**src/rtl/ttt_pkg.sv**
```systemverilog
// Shared tic-tac-toe definitions: tile encoding, sequencer FSM states and the
// board-switch to tile-index wiring map.
package ttt_pkg;

  localparam int         NUM_TILES  = 9;
  localparam logic [1:0] TILE_EMPTY = 2'b00;
  localparam logic [1:0] TILE_X     = 2'b01;
  localparam logic [1:0] TILE_O     = 2'b10;

  typedef enum logic [2:0] {
    ST_IDLE,
    ST_DEBOUNCE,
    ST_COMMIT,
    ST_SETTLE,
    ST_DONE
  } seq_state_e;

  // Board wiring: result bit n is the switch that selects tile n.
  function automatic logic [8:0] sw_to_tile(input logic [8:0] sw);
    return {sw[6], sw[7], sw[8], sw[3], sw[4], sw[5], sw[0], sw[1], sw[2]};
  endfunction

endpackage

```
**src/rtl/switch_conditioner.sv**
```systemverilog
// Two-flop synchroniser plus rising-edge detect for the raw board switches.
// Everything resets high so a switch held at reset must toggle before it counts.
module switch_conditioner #(
  parameter int W = 9
) (
  input  logic         clk,
  input  logic         reset,
  input  logic [W-1:0] sw_in,
  output logic [W-1:0] sw_level,
  output logic [W-1:0] sw_rise
);

  logic [W-1:0] meta_q, sync_q, prev_q;

  always_ff @(posedge clk or posedge reset) begin
    if (reset) begin
      meta_q <= '1;
      sync_q <= '1;
      prev_q <= '1;
    end else begin
      meta_q <= sw_in;
      sync_q <= meta_q;
      prev_q <= sync_q;
    end
  end

  assign sw_level = sync_q;
  assign sw_rise  = sync_q & ~prev_q;

endmodule

```
**src/rtl/move_sequencer.sv**
```systemverilog
// Turn/move controller: debounces and validates switch presses, issues one
// one-hot move pulse per accepted press, and owns turn, move count and timeout.
module move_sequencer
  import ttt_pkg::*;
#(
  parameter int DEBOUNCE_CYCLES = 16,
  parameter int TURN_TIMEOUT    = 0
) (
  input  logic        clk,
  input  logic        reset,
  input  logic [8:0]  input_switches,
  input  logic [17:0] tiles,
  input  logic        game_over,
  output logic [8:0]  player_move,
  output logic        current_turn,
  output logic [3:0]  move_count,
  output logic        draw,
  output logic        timeout_pulse,
  output logic        busy
);

  localparam int DW = $clog2(DEBOUNCE_CYCLES + 1);
  localparam int TW = (TURN_TIMEOUT > 0) ? $clog2(TURN_TIMEOUT + 1) : 1;

  logic [8:0] sw_level, sw_rise, tile_level, tile_rise, tile_empty;
  logic       cand_vld;
  logic [3:0] cand_idx;

  seq_state_e state_q, state_d;
  logic [3:0]    idx_q, idx_d;
  logic [DW-1:0] deb_q, deb_d;
  logic [TW-1:0] tmr_q, tmr_d;
  logic          turn_q, turn_d;
  logic [3:0]    count_q, count_d;
  logic          draw_q, draw_d;
  logic [8:0]    move_q, move_d;
  logic          tpulse_q, tpulse_d;

  switch_conditioner #(.W(9)) u_cond (
    .clk      (clk),
    .reset    (reset),
    .sw_in    (input_switches),
    .sw_level (sw_level),
    .sw_rise  (sw_rise)
  );

  assign tile_level = sw_to_tile(sw_level);
  assign tile_rise  = sw_to_tile(sw_rise);

  // Highest-index empty tile with a fresh edge wins; the rest are dropped.
  always_comb begin
    tile_empty = '0;
    cand_vld   = 1'b0;
    cand_idx   = '0;
    for (int i = 0; i < 9; i++) begin
      tile_empty[i] = (tiles[2*i +: 2] == TILE_EMPTY);
      if (tile_rise[i] && tile_empty[i]) begin
        cand_vld = 1'b1;
        cand_idx = 4'(i);
      end
    end
  end

  always_comb begin
    state_d  = state_q;
    idx_d    = idx_q;
    deb_d    = deb_q;
    tmr_d    = tmr_q;
    turn_d   = turn_q;
    count_d  = count_q;
    draw_d   = draw_q;
    move_d   = '0;
    tpulse_d = 1'b0;
    case (state_q)
      ST_IDLE: begin
        if (game_over) begin
          state_d = ST_DONE;
        end else if (cand_vld) begin
          state_d = ST_DEBOUNCE;
          idx_d   = cand_idx;
          deb_d   = '0;
        end else if (TURN_TIMEOUT > 0) begin
          if (tmr_q == TW'(TURN_TIMEOUT - 1)) begin
            turn_d   = ~turn_q;
            tpulse_d = 1'b1;
            tmr_d    = '0;
          end else begin
            tmr_d = tmr_q + TW'(1);
          end
        end
      end
      ST_DEBOUNCE: begin
        if (game_over) begin
          state_d = ST_DONE;
        end else if (!tile_level[idx_q] || !tile_empty[idx_q]) begin
          state_d = ST_IDLE;
        end else begin
          if (deb_q != DW'(DEBOUNCE_CYCLES)) deb_d = deb_q + DW'(1);
          if (deb_q == DW'(DEBOUNCE_CYCLES - 1)) state_d = ST_COMMIT;
        end
      end
      ST_COMMIT: begin
        // Output is registered, so the pulse is visible during SETTLE.
        move_d[idx_q] = 1'b1;
        state_d       = ST_SETTLE;
      end
      ST_SETTLE: begin
        turn_d = ~turn_q;
        tmr_d  = '0;
        if (count_q != 4'd9) count_d = count_q + 4'd1;
        state_d = (game_over || count_d == 4'd9) ? ST_DONE : ST_IDLE;
      end
      ST_DONE: begin
        if (count_q == 4'd9 && !game_over) draw_d = 1'b1;
      end
      default: state_d = ST_IDLE;
    endcase
  end

  always_ff @(posedge clk or posedge reset) begin
    if (reset) begin
      state_q  <= ST_IDLE;
      idx_q    <= '0;
      deb_q    <= '0;
      tmr_q    <= '0;
      turn_q   <= 1'b0;
      count_q  <= '0;
      draw_q   <= 1'b0;
      move_q   <= '0;
      tpulse_q <= 1'b0;
    end else begin
      state_q  <= state_d;
      idx_q    <= idx_d;
      deb_q    <= deb_d;
      tmr_q    <= tmr_d;
      turn_q   <= turn_d;
      count_q  <= count_d;
      draw_q   <= draw_d;
      move_q   <= move_d;
      tpulse_q <= tpulse_d;
    end
  end

  assign player_move   = move_q;
  assign current_turn  = turn_q;
  assign move_count    = count_q;
  assign draw          = draw_q;
  assign timeout_pulse = tpulse_q;
  assign busy          = (state_q == ST_DEBOUNCE) || (state_q == ST_COMMIT) ||
                         (state_q == ST_SETTLE);

endmodule

```
**config.mk**
```make
export PLATFORM = sky130hd
export DESIGN_NAME = move_sequencer
export DESIGN_NICKNAME = d
export VERILOG_FILES = /design/src/rtl/ttt_pkg.sv /design/src/rtl/switch_conditioner.sv /design/src/rtl/move_sequencer.sv
export SDC_FILE = /design/constraint.sdc
export NUM_CORES = 1
export LEC_CHECK = 0
export BUFFER_PORTS_ARGS = -buffer_cell sky130_fd_sc_hd__buf_2
export CAP_MARGIN = 0
export CORE_MARGIN = 2
export CORE_UTILIZATION = 50
export DETAILED_ROUTE_END_ITERATION = 12
export PLACE_DENSITY = 0.73
export SYNTH_ARGS = -nofsm -noshare
export SYNTH_HDL_FRONTEND = slang
export SYNTH_SLANG_ARGS = --single-unit
export TNS_END_PERCENT = 30
```
**constraint.sdc**
```tcl
create_clock -name clk -period 2.5 [get_ports clk]
set_clock_uncertainty 0.1 [all_clocks]
set_input_delay 0.25 -clock clk [delete_from_list [all_inputs] [get_ports clk]]
set_output_delay 0.25 -clock clk [all_outputs]
set_load 0.05 [all_outputs]
```
==> impl_metrics.yaml <==
sta:
  timing.fmax_mhz: 432
  setup_slack_ps: 187
  whs_ps: 230
  post-route-period-util_pct: 92.5
  min_period_ps: 2310
  worst_pin_slew_ps: 777
  setup_viol: 0
  slew_headroom_pct: 47.7
  rsz0062_at_grt: "no"
  hold_viol_final: 0
  drv_slew: 0
  setup_tns_ps: 0
global_routing:
  grt_pass1_wl_um: 7130
  track_usage_pct: 17.4
  grt_max_degree: 36
  first_global_vias: 1586
  gr-total-overflow: 0
  antenna_found_initial: 0
clock_network:
  cts.path.max_buffers: 2
  numCtsBuffers: 5
  htreeDepth: 2
  cts_root_buf: "clkbuf_8"
  path_clk_slew_ps: 100
  post_cts_buffers: 0
  clock_latency_ps: 300
  cts_tree: "yes"
  numClockSinks: 54
die:
  start_util_pct: 51.5
  die_h_um: 73.3
  placeableCoreArea_sq_um: 4660
  num_rows: 25
  die_area_sq_um: 5370
  ios: 47
  die_x_um: 73.3
critical_path:
  arrival_ps: 2410
  path_cells: "nor4b_1 > buf_4 > nor4_1 > a31oi_4 > nor2b_4 > mux2_4"
  cp_max_fo: 6
  crit_type: "flip-flop to flip-flop"
  cp_num_buf_inv: 1
  cp-start-kind: "flip-flop"
  critPathSlowestCell: "nor4_1"
  crit_required_ps: 2600
  endpoint_kind: "flip-flop"
  crit_family: "simple AND/OR/NAND/NOR gates"
  slowest_delay_ps: 650
power_and_ir_drop:
  switching_share_pct: 29.6
  p_leak_nw: 1.37
  p_seq_share_pct: 55.1
  p_int_mw: 1.33
  p_per_area_nw_per_um2: 642
  power_frac_comb_pct: 17.9
  vdd.ir_drop.worst_mv: 0.389
  p_clk_share_pct: 26.9
  power.switching_mw: 0.558
placed_design:
  post-place-ws_ps: 244
  port_buffers: 45
  gp_congestion: 0.820
  dp_hpwl_um: 3190
  placed_cell_area_sq_um: 2730
yosys:
  synth-simple-area-share_pct: 20.2
  postSynthCellCount: 199
  ys.flop_type: "dfstp_2"
  synthTopCellsByArea: "dfstp_2 30%, dfrtp_1 28%, nor2_1 3.3%"
  ys_warn_count: 0
  synth_top_area_share_pct: 29.6
  synth_edf_count: 0
  synthAdderAreaFrac_pct: 2.61
  ys_ff_latch: 54
  yosysUniqueCellTypes: 52
  synth_top_area_cell: "dfstp_2"
  synthMuxAreaShare_pct: 2.50
  avgSynthCellArea_sq_um: 12.1
  synth_top_family_by_area: "simple AND/OR/NAND/NOR gates"
  synthesis.nets: 234
  synth-compound-area-share_pct: 12.6
  syn_area_sq_um: 2400
  synth_xor_xnor_area_share_pct: 1.10
  yosysSeqAreaShare_pct: 57.7
  synth_async_sr_flop_share_pct: 100
run:
  maxCapViolCount: 0
layout:
  finalInstanceArea_sq_um: 2940
  syn_to_final_growth_pct: 22.4
  final_core_util_pct: 63.0
  nets: 299
  drive_above_1_share_pct: 40.8
  antenna_cells: 0
drt:
  ant_nets: 0
  dr.pass1.iters: 4
  drtIter0Drc: 85
  wl_per_cell_um: 13.7
  vias: 1684
  route.detailed.drc: 0
  routed_wl_um: 4360
  viasPerCell: 5.28
run_status:
  status: "completed"
min_path:
  min-delay-path-class: "primary input to flip-flop"
==> routing by layer <==
layer	wire [um]	GRT usage, %
met1	2050	23.1
met2	2070	27.7
met3	180	4.66
met4	60	5.56
met5	0	0
==> synthesized netlist by cell type, drive strengths merged (3+ instances only) <==
cell	number
buf	3
o21ai	10
nand2	13
nor2	22
nand4	3
inv	11
dfrtp	27
nor3	4
ha	5
nand3	4
nand2b	5
or3b	3
dfstp	27
nor4b	8
mux2i	3
nor2b	4
or3	4
o22ai	5
a21oi	5
or4b	4
==> worst min-delay path, cell delays in order <==
cell and delay (ps):
buf_2 150, inv_1 60, a41o_1 140
==> final timing paths <==
| kind | depth (start not counted) | slack [ps] | endpoint | startpoint |
|---|---|---|---|---|
| worst min register to register | 0 | 260 | u_cond.sw_level[4]$_DFF_PP1_ | u_cond.meta_q[4]$_DFF_PP1_ |
| min in group asynchronous | 3 | 530 | deb_q[1]$_DFFE_PP0P_ | reset |
| worst max-delay path | 6 | 190 | idx_q[1]$_DFFE_PP0P_ | u_cond.prev_q[7]$_DFF_PP1_ |
| worst max register to register | 6 | 190 | idx_q[1]$_DFFE_PP0P_ | u_cond.prev_q[7]$_DFF_PP1_ |
| worst min-delay path | 3 | 230 | draw$_DFFE_PP0P_ | game_over |
| max in group asynchronous | 4 | 1130 | u_cond.prev_q[8]$_DFF_PP1_ | reset |
==> placed cells by master, fill, tap and decap left out, types with 3 or more instances in the layout <==
cell / synthesis / final
nor4b_1: 6 / 5
dfstp_2: 27 / 27
nand2b_1: 5 / 5
nand4_1: 3 / 3
nand3_1: 4 / 4
inv_1: 11 / 10
ha_1: 5 / 5
mux2i_1: 3 / 3
buf_2: 1 / 45
a21oi_1: 5 / 5
o21ai_0: 10 / 10
or4b_1: 3 / 3
dlygate4sd3_1: 0 / 10
o22ai_1: 5 / 5
nor2_1: 21 / 21
nor4b_2: 2 / 3
clkbuf_8: 0 / 5
dfrtp_1: 27 / 27
buf_4: 1 / 7
nor3_1: 4 / 4
nand2_1: 12 / 12
==> cells by family after synthesis <==
logic type      after synthesis
compound gates               37
flops                        54
mux                           5
xor+xnor                      3
fa+ha+maj                     5
simple gates                 78
other cells                   1
buf+inv                      16
==> area by class of cell <==
| class | instances | area, sq um |
|---|---|---|
| clock inverters | 3 | 28.8 |
| inverters | 11 | 41.3 |
| flip-flops and latches | 54 | 1390 |
| multi-input cells | 129 | 947 |
| well taps | 54 | 67.6 |
| fillers | 381 | 1720 |
| repair buffers | 63 | 398 |
| clock buffers | 5 | 68.8 |
==> state kept, by name (all words and copies together), names as in the netlist <==
signal / count
move_count: 4
state_q: 3
u_cond.prev_q: 9
current_turn: 1
idx_q: 4
deb_q: 5
player_move: 9
u_cond.meta_q: 9
draw: 1
u_cond.sw_level: 9
==> stage by stage <==
stage	std cells	power, mW
after floorplan	199	1.27
after global placement	301	1.37
after detailed placement	301	1.38
after CTS	319	1.91
after global routing	319	1.99
final	319	1.88
==> repair_timing <==
action                                  CTS  global route
endpoints found under the hold margin    36             0
hold buffers                             10             0
endpoints found under the setup margin    0             1
resized for setup                         0             1
==> power groups by stage <==
stage	Combinational, mW	Clock [mW]	Sequential, mW
2_1_floorplan	0.216	0	1.05
3_3_place_gp	0.323	0	1.05
3_5_place_dp	0.328	0	1.05
4_1_cts	0.342	0.527	1.04
5_1_grt	0.382	0.557	1.05
6_report	0.338	0.507	1.04
Power figures use the tool's default switching activity.
